`config.mk`:
```
export PLATFORM = sky130hd
export DESIGN_NAME = tick_sched
export DESIGN_NICKNAME = d
export VERILOG_FILES = /design/src/rtl/tick_sched_pkg.sv /design/src/rtl/tick_prescaler.sv /design/src/rtl/tick_sched.sv
export SDC_FILE = /design/constraint.sdc
export NUM_CORES = 1
export LEC_CHECK = 0
export ABC_CLOCK_PERIOD_IN_PS = 3900
export BUFFER_PORTS_ARGS = -buffer_cell sky130_fd_sc_hd__clkbuf_2
export CORE_MARGIN = 5
export CORE_UTILIZATION = 61
export DETAILED_ROUTE_END_ITERATION = 10
export PLACE_DENSITY = 0.8
export SLEW_MARGIN = 20
export SYNTH_ARGS = -nofsm -noshare
export SYNTH_HDL_FRONTEND = slang
export SYNTH_HIERARCHICAL = 1
export SYNTH_SLANG_ARGS = --single-unit
```
`constraint.sdc`:
```
create_clock -name clk -period 3.9 [get_ports clk]
set_clock_uncertainty 0.05 [all_clocks]
set_input_delay 1.17 -clock clk [delete_from_list [all_inputs] [get_ports clk]]
set_output_delay 1.17 -clock clk [all_outputs]
set_load 0.01 [all_outputs]
```
`src/rtl/tick_sched_pkg.sv`:
```
//------------------------------------------------------------------------------
// Module   : tick_sched_pkg
// Purpose  : Shared helpers for the tick scheduler (channel-index width,
//            round-robin pick).
// Revision : 1.0 - initial release
//------------------------------------------------------------------------------
`default_nettype none

package tick_sched_pkg;

  // Upper bound on channel count that the round-robin helper can scan.
  localparam int MAX_CH   = 32;
  localparam int MAX_CH_W = $clog2(MAX_CH);

  function automatic int ch_width(input int n);
    return (n < 2) ? 1 : $clog2(n);
  endfunction

  // Index of the first set request at or after ptr, wrapping modulo n.
  // Returns 0 when nothing is requested; callers qualify with |req.
  function automatic int unsigned rr_pick(input logic [MAX_CH-1:0] req,
                                          input int unsigned       ptr,
                                          input int unsigned       n);
    int unsigned idx;
    logic        found;
    rr_pick = 0;
    found   = 1'b0;
    for (int unsigned k = 0; k < MAX_CH; k++) begin
      idx = ptr + k;
      if (idx >= n) idx -= n;
      if (!found && (k < n) && req[idx[MAX_CH_W-1:0]]) begin
        found   = 1'b1;
        rr_pick = idx;
      end
    end
  endfunction

endpackage

`default_nettype wire

```
`src/rtl/tick_prescaler.sv`:
```
//------------------------------------------------------------------------------
// Module   : tick_prescaler
// Purpose  : Divides clk into a one-cycle tick every PRESCALE enabled cycles.
// Revision : 1.0 - initial release
//------------------------------------------------------------------------------
`default_nettype none

module tick_prescaler #(
  parameter int PRESCALE = 100
) (
  input  logic clk,
  input  logic reset_n,
  input  logic enable,
  output logic tick
);

  localparam int            CW     = $clog2(PRESCALE);
  localparam logic [CW-1:0] c_LAST = CW'(PRESCALE - 1);

  logic [CW-1:0] r_cnt;
  logic          w_wrap;

  assign w_wrap = (r_cnt == c_LAST);
  assign tick   = enable && w_wrap;

  // Count holds while disabled so timing resumes at the same phase.
  always_ff @(posedge clk or negedge reset_n) begin
    if (!reset_n) begin
      r_cnt <= '0;
    end else if (enable) begin
      r_cnt <= w_wrap ? '0 : r_cnt + CW'(1);
    end
  end

endmodule

`default_nettype wire

```
`src/rtl/tick_sched.sv`:
```
//------------------------------------------------------------------------------
// Module   : tick_sched
// Purpose  : Multi-channel timeout scheduler on a shared prescaled tick with a
//            round-robin valid/ready expiry port. TICK_SCHED_PERIODIC_EN adds
//            auto-reloading channels and per-channel overrun flags.
// Revision : 1.0 - initial release
//------------------------------------------------------------------------------
`default_nettype none

module tick_sched
  import tick_sched_pkg::*;
#(
  parameter int NUM_CH   = 4,
  parameter int CNT_W    = 16,
  parameter int PRESCALE = 100
) (
  input  logic                      clk,
  input  logic                      reset_n,
  input  logic                      enable,
  input  logic                      start_valid,
  input  logic [$clog2(NUM_CH)-1:0] start_ch,
  input  logic [CNT_W-1:0]          start_count,
`ifdef TICK_SCHED_PERIODIC_EN
  input  logic                      start_periodic,
  output logic [NUM_CH-1:0]         overrun,
`endif
  input  logic                      cancel_valid,
  input  logic [$clog2(NUM_CH)-1:0] cancel_ch,
  output logic                      evt_valid,
  input  logic                      evt_ready,
  output logic [$clog2(NUM_CH)-1:0] evt_ch,
  output logic [NUM_CH-1:0]         armed,
  output logic [NUM_CH-1:0]         pending
);

  localparam int CH_W = ch_width(NUM_CH);

  typedef struct packed {
    logic             armed;
    logic             pending;
    logic [CNT_W-1:0] remaining;
  } ch_status_t;

  logic              w_tick;
  logic              w_load;
  logic              w_any;
  logic [CH_W-1:0]   w_sel;
  logic [MAX_CH-1:0] w_req;
  logic              r_evt_valid;
  logic [CH_W-1:0]   r_evt_ch;
  logic [CH_W-1:0]   r_ptr;

  tick_prescaler #(
    .PRESCALE (PRESCALE)
  ) u_prescaler (
    .clk     (clk),
    .reset_n (reset_n),
    .enable  (enable),
    .tick    (w_tick)
  );

  always_comb begin
    w_req               = '0;
    w_req[NUM_CH-1:0]   = pending;
  end

  assign w_load = !r_evt_valid || evt_ready;
  assign w_any  = |pending;
  assign w_sel  = CH_W'(rr_pick(w_req, 32'(r_ptr), NUM_CH));

  for (genvar i = 0; i < NUM_CH; i++) begin : g_ch
    ch_status_t       r_status;
    logic             w_start;
    logic             w_cancel;
    logic             w_expire;
    logic             w_claim;
    logic             w_periodic;
    logic [CNT_W-1:0] w_reload;

    assign w_start  = start_valid  && (start_ch  == CH_W'(i));
    assign w_cancel = cancel_valid && (cancel_ch == CH_W'(i));
    assign w_expire = w_tick && r_status.armed && (r_status.remaining == CNT_W'(1));
    assign w_claim  = w_load && w_any && (w_sel == CH_W'(i));

`ifdef TICK_SCHED_PERIODIC_EN
    logic             r_periodic;
    logic [CNT_W-1:0] r_reload;
    logic             r_overrun;

    assign w_periodic = r_periodic;
    assign w_reload   = r_reload;
    assign overrun[i] = r_overrun;

    // An expiry landing on a still-queued expiry is lost and flagged.
    always_ff @(posedge clk or negedge reset_n) begin
      if (!reset_n) begin
        r_periodic <= 1'b0;
        r_reload   <= '0;
        r_overrun  <= 1'b0;
      end else if (w_start) begin
        r_periodic <= start_periodic;
        r_reload   <= start_count;
        r_overrun  <= 1'b0;
      end else if (w_cancel) begin
        r_overrun  <= 1'b0;
      end else if (w_expire && r_status.pending && !w_claim) begin
        r_overrun  <= 1'b1;
      end
    end
`else
    assign w_periodic = 1'b0;
    assign w_reload   = '0;
`endif

    // Priority: start > cancel > expiry > claim by the event register.
    always_ff @(posedge clk or negedge reset_n) begin
      if (!reset_n) begin
        r_status <= '0;
      end else if (w_start) begin
        r_status.remaining <= start_count;
        r_status.armed     <= (start_count != '0);
        r_status.pending   <= (start_count == '0);
      end else if (w_cancel) begin
        r_status <= '0;
      end else begin
        if (w_claim) begin
          r_status.pending <= 1'b0;
        end
        if (w_tick && r_status.armed) begin
          if (w_expire) begin
            r_status.pending <= 1'b1;
            if (w_periodic) begin
              r_status.remaining <= w_reload;
            end else begin
              r_status.armed     <= 1'b0;
              r_status.remaining <= '0;
            end
          end else begin
            r_status.remaining <= r_status.remaining - CNT_W'(1);
          end
        end
      end
    end

    assign armed[i]   = r_status.armed;
    assign pending[i] = r_status.pending;
  end

  // A presented event is held until accepted regardless of channel activity.
  always_ff @(posedge clk or negedge reset_n) begin
    if (!reset_n) begin
      r_evt_valid <= 1'b0;
      r_evt_ch    <= '0;
      r_ptr       <= '0;
    end else if (w_load) begin
      if (w_any) begin
        r_evt_valid <= 1'b1;
        r_evt_ch    <= w_sel;
        r_ptr       <= (w_sel == CH_W'(NUM_CH - 1)) ? '0 : w_sel + CH_W'(1);
      end else begin
        r_evt_valid <= 1'b0;
      end
    end
  end

  assign evt_valid = r_evt_valid;
  assign evt_ch    = r_evt_ch;

endmodule

`default_nettype wire

```
=== Word-level counts from Yosys, hierarchy flattened ===
Index checks and enable logic that the tools add are counted.

* Register bits after elaboration: 84
* Bits of input ports: 26
* Output and inout bits: 11
* Logic and storage cells: 146

* $add $sub $neg: 13
* $lt $le $gt $ge: 8
* Eq/ne operators: 14
* Muxes and demuxes: 46
* Reduce and logical (&&, ||, !) cells: 49

{| class="wikitable"
|+ Operator list
! kind !! count
|-
| $mux 18 || 12
|-
| $eq 16x1->1 const B || 4
|-
| $mux 16 || 4
|-
| $sub 16x1->16 const B || 4
|-
| $logic_and 1x1->1 || 25
|-
| $lt 5x6->1 const B || 4
|-
| $reduce_bool 3->1 || 8
|-
| $bmux 1 s5 || 4
|-
| $mux 5 || 4
|-
| $mux 2 || 9
|-
| $logic_not 16->1 || 1
|-
| $reduce_bool 16->1 || 1
|-
| $eq 2x2->1 const B || 6
|-
| $mux 1 || 12
|-
| $sub 3x3->4 const B || 3
|-
| $reduce_and 2->1 || 5
|-
| $ge 3x3->1 const B || 3
|-
| $add 7x1->7 const B || 1
|-
| $eq 7x7->1 const B || 1
|-
| $mux 7 || 1
|-
| $add 2x2->3 const B || 2
|-
| $eq 2x1->1 const B || 3
|-
| $logic_not 2->1 || 3
|-
| $logic_not 1->1 || 4
|-
| 6 further kinds || 6
|}

=== Longest topological paths before layout ===
* Word-level depth: 21
* Gate-level depth with buffers: 14

=== By module ===
The synthesis kept the hierarchy.

{| class="wikitable"
|+ Modules (own cells, without submodules)
! module !! times used !! cells an instance !! area each (sq um) !! sequential area each (sq um)
|-
| tick_sched || 1 || 580 || 4972.3 || 1926.8
|-
| tick_prescaler || 1 || 35 || 356.6 || 175.2
|}

=== Least setup slack after synthesis ===
OpenSTA, ideal clock, no wires.

* Kind: input-to-reg
* From: input port enable
* To: register g_ch[2].r_status[6] (netlist bit)
* Setup time: 126 ps
* Arrival time: 3132 ps
* Data required time: 3724 ps
* Slack: 592 ps
* Stages on the path: 11
* Path buffers: 4
* Cell sequence: buf_4 -> nand2_1 -> nor3_1 -> clkbuf_1 -> nor4bb_1 -> nand3_1 -> o31ai_1 -> buf_2 -> buf_2 -> a21oi_1 -> a221o_1

* Cells in the longest elaborated chain, start to end: 7

{| class="wikitable"
|+ RTL lines
! element !! line !! RTL
|-
| start, declared || tick_sched.sv:19 || <nowiki>input logic enable,</nowiki>
|-
| $logic_and 1x1->1 (*) || tick_prescaler.sv:24 || <nowiki>assign tick = enable && w_wrap;</nowiki>
|-
| net w_tick || tick_sched.sv:44 || <nowiki>logic w_tick;</nowiki>
|-
| $logic_and 1x1->1 (*) || tick_sched.sv:82, tick_sched.sv:129 ||
|-
| $logic_and 1x1->1 || tick_sched.sv:82 || <nowiki>assign w_expire = w_tick && r_status.armed && (r_status.remaining == CNT_W'(1));</nowiki>
|-
| $mux 16 || tick_sched.sv:130 || <nowiki>if (w_expire) begin</nowiki>
|-
| $mux 18 || tick_sched.sv:129 || <nowiki>if (w_tick && r_status.armed) begin</nowiki>
|-
| $mux 18 || tick_sched.sv:123 || <nowiki>end else if (w_cancel) begin</nowiki>
|-
| $mux 18 || tick_sched.sv:119 || <nowiki>end else if (w_start) begin</nowiki>
|-
| end, declared || tick_sched.sv:72 || <nowiki>ch_status_t r_status;</nowiki>
|}

Mark *: on every way through the listed nets, which the timed path passes. The rest lies on a longest branch. The select of a mux whose other input is x is not followed.
A chain may end at the register's enable or synchronous reset.

=== Worst setup path in the final report ===
* From: register r_ptr[0]
* To: register, netlist name pending[2]

* Cells in the longest elaborated chain, start to end: 21

{| class="wikitable"
|+ RTL lines
! element !! line !! RTL
|-
| start, declared || tick_sched.sv:51 || <nowiki>logic [CH_W-1:0] r_ptr;</nowiki>
|-
| start signal, assigned || tick_sched.sv:159 || <nowiki>r_ptr <= (w_sel == CH_W'(NUM_CH - 1)) ? '0 : w_sel + CH_W'(1);</nowiki>
|-
| parallel branches: the longest is 13 deep, another holds $sub 3x3->4 || n/a ||
|-
| $mux 2 (*) || tick_sched_pkg.sv:31 || <nowiki>if (!found && (k < n) && req[idx[MAX_CH_W-1:0]]) begin</nowiki>
|-
| net w_sel[0] || tick_sched.sv:47 || <nowiki>logic [CH_W-1:0] w_sel;</nowiki>
|-
| $eq 2x2->1 (*) || tick_sched.sv:83 || <nowiki>assign w_claim = w_load && w_any && (w_sel == CH_W'(i));</nowiki>
|-
| $logic_and 1x1->1 (*) || tick_sched.sv:83 ||
|-
| $mux 1 (*) || tick_sched.sv:126 || <nowiki>if (w_claim) begin</nowiki>
|-
| $mux 2 || tick_sched.sv:130 ||
|-
| $mux 18 (*) || tick_sched.sv:129 ||
|-
| $mux 18 (*) || tick_sched.sv:123 ||
|-
| $mux 18 (*) || tick_sched.sv:119 ||
|}

Mark *: on every way through the listed nets, which the timed path passes. The select of a mux whose other input is x is not followed.

==> summary.md <==
| Metric | Value |
|---|---|
| Post-route ant nets | `0` |
| WHS Path Cells | `1` |
| Outcome | `finished, final reports clean` |
| Cts hold-fix bufs | `0` |
| Dominant cells by area after synthesis | `dfrtp_1 (39%), nand2_1 (6.0%), o21ai_0 (5.3%)` |
| Main synth FF type | `dfrtp_1` |
| Root Buffer | `clkbuf_8` |
| H-tree levels | `3` |
| Largest net degree at the start of global routing | `56` |
| Total gr overflow | `0` |
| PwrDens | `about 390 nW/um^2` |
| Post-layout min period | `about 3400 ps` |
| DR vias | `5073` |
| Top sig layer | `met4` |
| Area of the mapped netlist | `between 5000 and 6000 um^2` |
| TritonCTS clock tree | `built` |
| First-pass GRT wire length | `about 23000 um` |
| Die span in x | `103.5 um` |
| Detail Placement HPWL | `~10000 um` |
| Yosys top cell by area | `dfrtp_1` |
| CTS sink cnt | `84` |
| CTS Buf Count | `9` |
| Top-area cell type share of the netlist area | `between 30% and 40%` |
| Number of synthesized flops with an enable pin | `0` |
| Clock-pin slew on the worst setup and hold paths | `approximately 80 ps` |
| Starting Density | `61.71%` |
| Endpoint type of the worst setup path | `flip-flop` |
| Commonest cells post-synth | `nand2_1 (85), dfrtp_1 (84), o21ai_0 (56)` |
| Fmax | `between 200 and 300 MHz` |
| Setup tns final | `0 ps` |
| Measured slew at the worst slew-check pin | `a little under 1000 ps` |
| Met2 wire length | `6664 um` |
| Final Setup Violations | `0` |
| NumNets Final | `681` |
| Port Buffer Count | `36` |
| Peak supply drop | `~220 uV` |
| Max Cap Viol | `0` |
| Pins Over Slew Limit | `0` |
| Critical path startpoint category | `flip-flop` |
| Mean post-synth cell area | `between 8 and 9 um^2` |
| Layout cells sized above 1 | `13.08%` |
| Post-Syn Instances | `approximately 600` |
| Syn_nets | `around 660` |
| Drt wl/cell | `19.09 um` |
| Synth unique cells | `61` |
| Core Rows | `34` |
| Ys Warns | `6` |
| Total iterations of the first detailed-routing run | `5` |
| PostCTS Resize Cnt | `0` |
| Vias in the first global route | `~4700` |
| Dominant cell by count in the synthesized netlist | `nand2_1` |
| Metal1 wirelength | `between 6000 and 7000 um` |
| Tot GR Track Use | `approximately 28%` |
| Top Ports | `37` |
| Fraction of registers with async set/reset | `100.0%` |
| Clk buf depth | `2` |
| Initial antenna violation count | `0` |
| Critical path class | `reg2reg` |
| Count of state elements after synthesis | `84` |
| Layout fillers | `approximately 720` |
| Ant. Diodes | `0` |
| DRT iter0 DRCs | `348` |
| Worst EP arrival | `around 3600 ps` |
| Leak Pwr | `between 2 and 2.5 nW` |
| Worst Path Max Fanout | `9` |
| Final instance area | `about 5700 um^2` |
| Post-DP Area | `5550 um^2` |
| Vias per cell | `approximately 6.8` |
| Routed WL | `14320 um` |
| Post-CTS Setup Bufs | `0` |
| Final GP Congestion | `around 0.9` |
| RSZ-0062 raised after global routing | `no` |
| Die Span Y | `between 100 and 150 um` |
| Area growth, synth to finish | `7.161%` |
| Die Area | `around 11000 um^2` |
| Relative slew slack | `between 30 and 40%` |
| Final number of hold-violating endpoints | `0` |
| Reg2Reg Depth | `11` |
| Min-delay worst type | `reg2reg` |
| Crit share post-route | `around 86%` |
| Register area share after synthesis | `39.45%` |
| Post-route DRC | `0` |
| Routed length on met3 | `1065 um` |
| Core ar. | `about 8600 um^2` |
| Worst EP required | `just over 4000 ps` |
| Clock Latency Late Sink | `360 ps` |
==> layer usage <==
| metal | GRT usage [%] | vias to the layer above |
|---|---|---|
| li1 | - | 2341 |
| met1 | 37.67 | 2461 |
| met2 | 43.63 | 232 |
| met3 | 4.359 | 39 |
| met4 | 13.05 | 0 |
| met5 | 0 | - |
==> cell families (layout without fill, tap and decap cells) <==
family,count (synthesis),count (layout),share of synthesized area [%]
AOI/OAI and AO/OA,179,179,22.87
buffers and inverters,53,80,4.743
muxes,13,13,2.771
adders and majority gates,17,17,3.991
and+or+nand+nor,264,264,25.36
xor gates and xnor gates,5,5,0.8218
DFF,84,84,39.45
==> stage by stage <==
step	hold slack (ps)	utilization [%]	worst slack, ps	total power [mW]	instances
2_1_floorplan	390.8	-	592.0	1.542	615
6_report	440.8	66.13	545.5	2.253	750
5_1_grt	445.5	66.13	222.8	2.376	750
3_5_place_dp	408.5	64.27	457.1	1.715	735
3_3_place_gp	410.2	64.27	570.2	1.683	735
4_1_cts	437.5	66.08	540.8	2.250	750
==> area by class of cell <==
| cell class | count | area [um^2] | area share, % |
|---|---|---|---|
| multi-input cells | 478 | 2988 | 52.32 |
| flip-flops and latches | 84 | 2102 | 36.81 |
| repair buffers | 46 | 257.7 | 4.514 |
| well taps | 108 | 135.1 | 2.366 |
| clock buffers | 9 | 123.9 | 2.169 |
| inverters | 19 | 71.32 | 1.249 |
| clock inverters | 6 | 32.53 | 0.5697 |
==> cells in the final DEF, fill, tap and decap left out, types with 17 or more instances in the layout <==
master | netlist | final
a21oi_1 | 29 | 28
a221o_1 | 20 | 20
clkbuf_2 | 0 | 35
dfrtp_1 | 84 | 84
ha_1 | 17 | 17
inv_1 | 18 | 18
nand2_1 | 85 | 85
nand3_1 | 18 | 18
nor2_1 | 42 | 42
nor3_1 | 28 | 28
nor4_1 | 21 | 21
o21ai_0 | 56 | 56
==> where the power goes <==
| part | switching (mW) | leakage, nW | internal (mW) | total, mW |
|---|---|---|---|---|
| Sequential | 0.192 | 0.985 | 1.03 | 1.22 |
| Combinational | 0.278 | 1.18 | 0.215 | 0.492 |
| Clock | 0.321 | 0.0844 | 0.222 | 0.543 |
| Total | 0.790 | 2.25 | 1.46 | 2.25 |
==> flip-flops by register name (all words and copies together), names as in the netlist <==
register and flops:
g_ch.r_status 64, evt_ch 2, armed 4, evt_valid 1
pending 4, r_ptr 2, u_prescaler/r_cnt 7
==> critical path, cell delays in order (launching register included) <==
cell      delay [ps]
dfrtp_1          590
clkinv_1         290
ha_1             440
and3b_1          230
a31oi_1          250
nor4_1           100
nor4_2           530
inv_1            140
ha_1             210
a21boi_0         200
o22ai_1          110
mux2i_1          130
==> final timing paths <==
| path | start | end | slack [ps] |
|---|---|---|---|
| setup / recovery | r_ptr[0]$_DFFE_PN0P_ | pending[2]$_DFF_PN0_ | 550 |
| hold / removal | g_ch[2].r_status[14]$_DFFE_PN0P_ | g_ch[2].r_status[14]$_DFFE_PN0P_ | 440 |
| setup reg to reg | r_ptr[0]$_DFFE_PN0P_ | pending[2]$_DFF_PN0_ | 550 |
| hold reg to reg | g_ch[2].r_status[14]$_DFFE_PN0P_ | g_ch[2].r_status[14]$_DFFE_PN0P_ | 440 |
| max in group asynchronous | reset_n | r_ptr[1]$_DFFE_PN0P_ | 2280 |
| min in group asynchronous | reset_n | u_prescaler/r_cnt[0]$_DFFE_PN0P_ | 810 |
(Power assumes the default switching activity.)
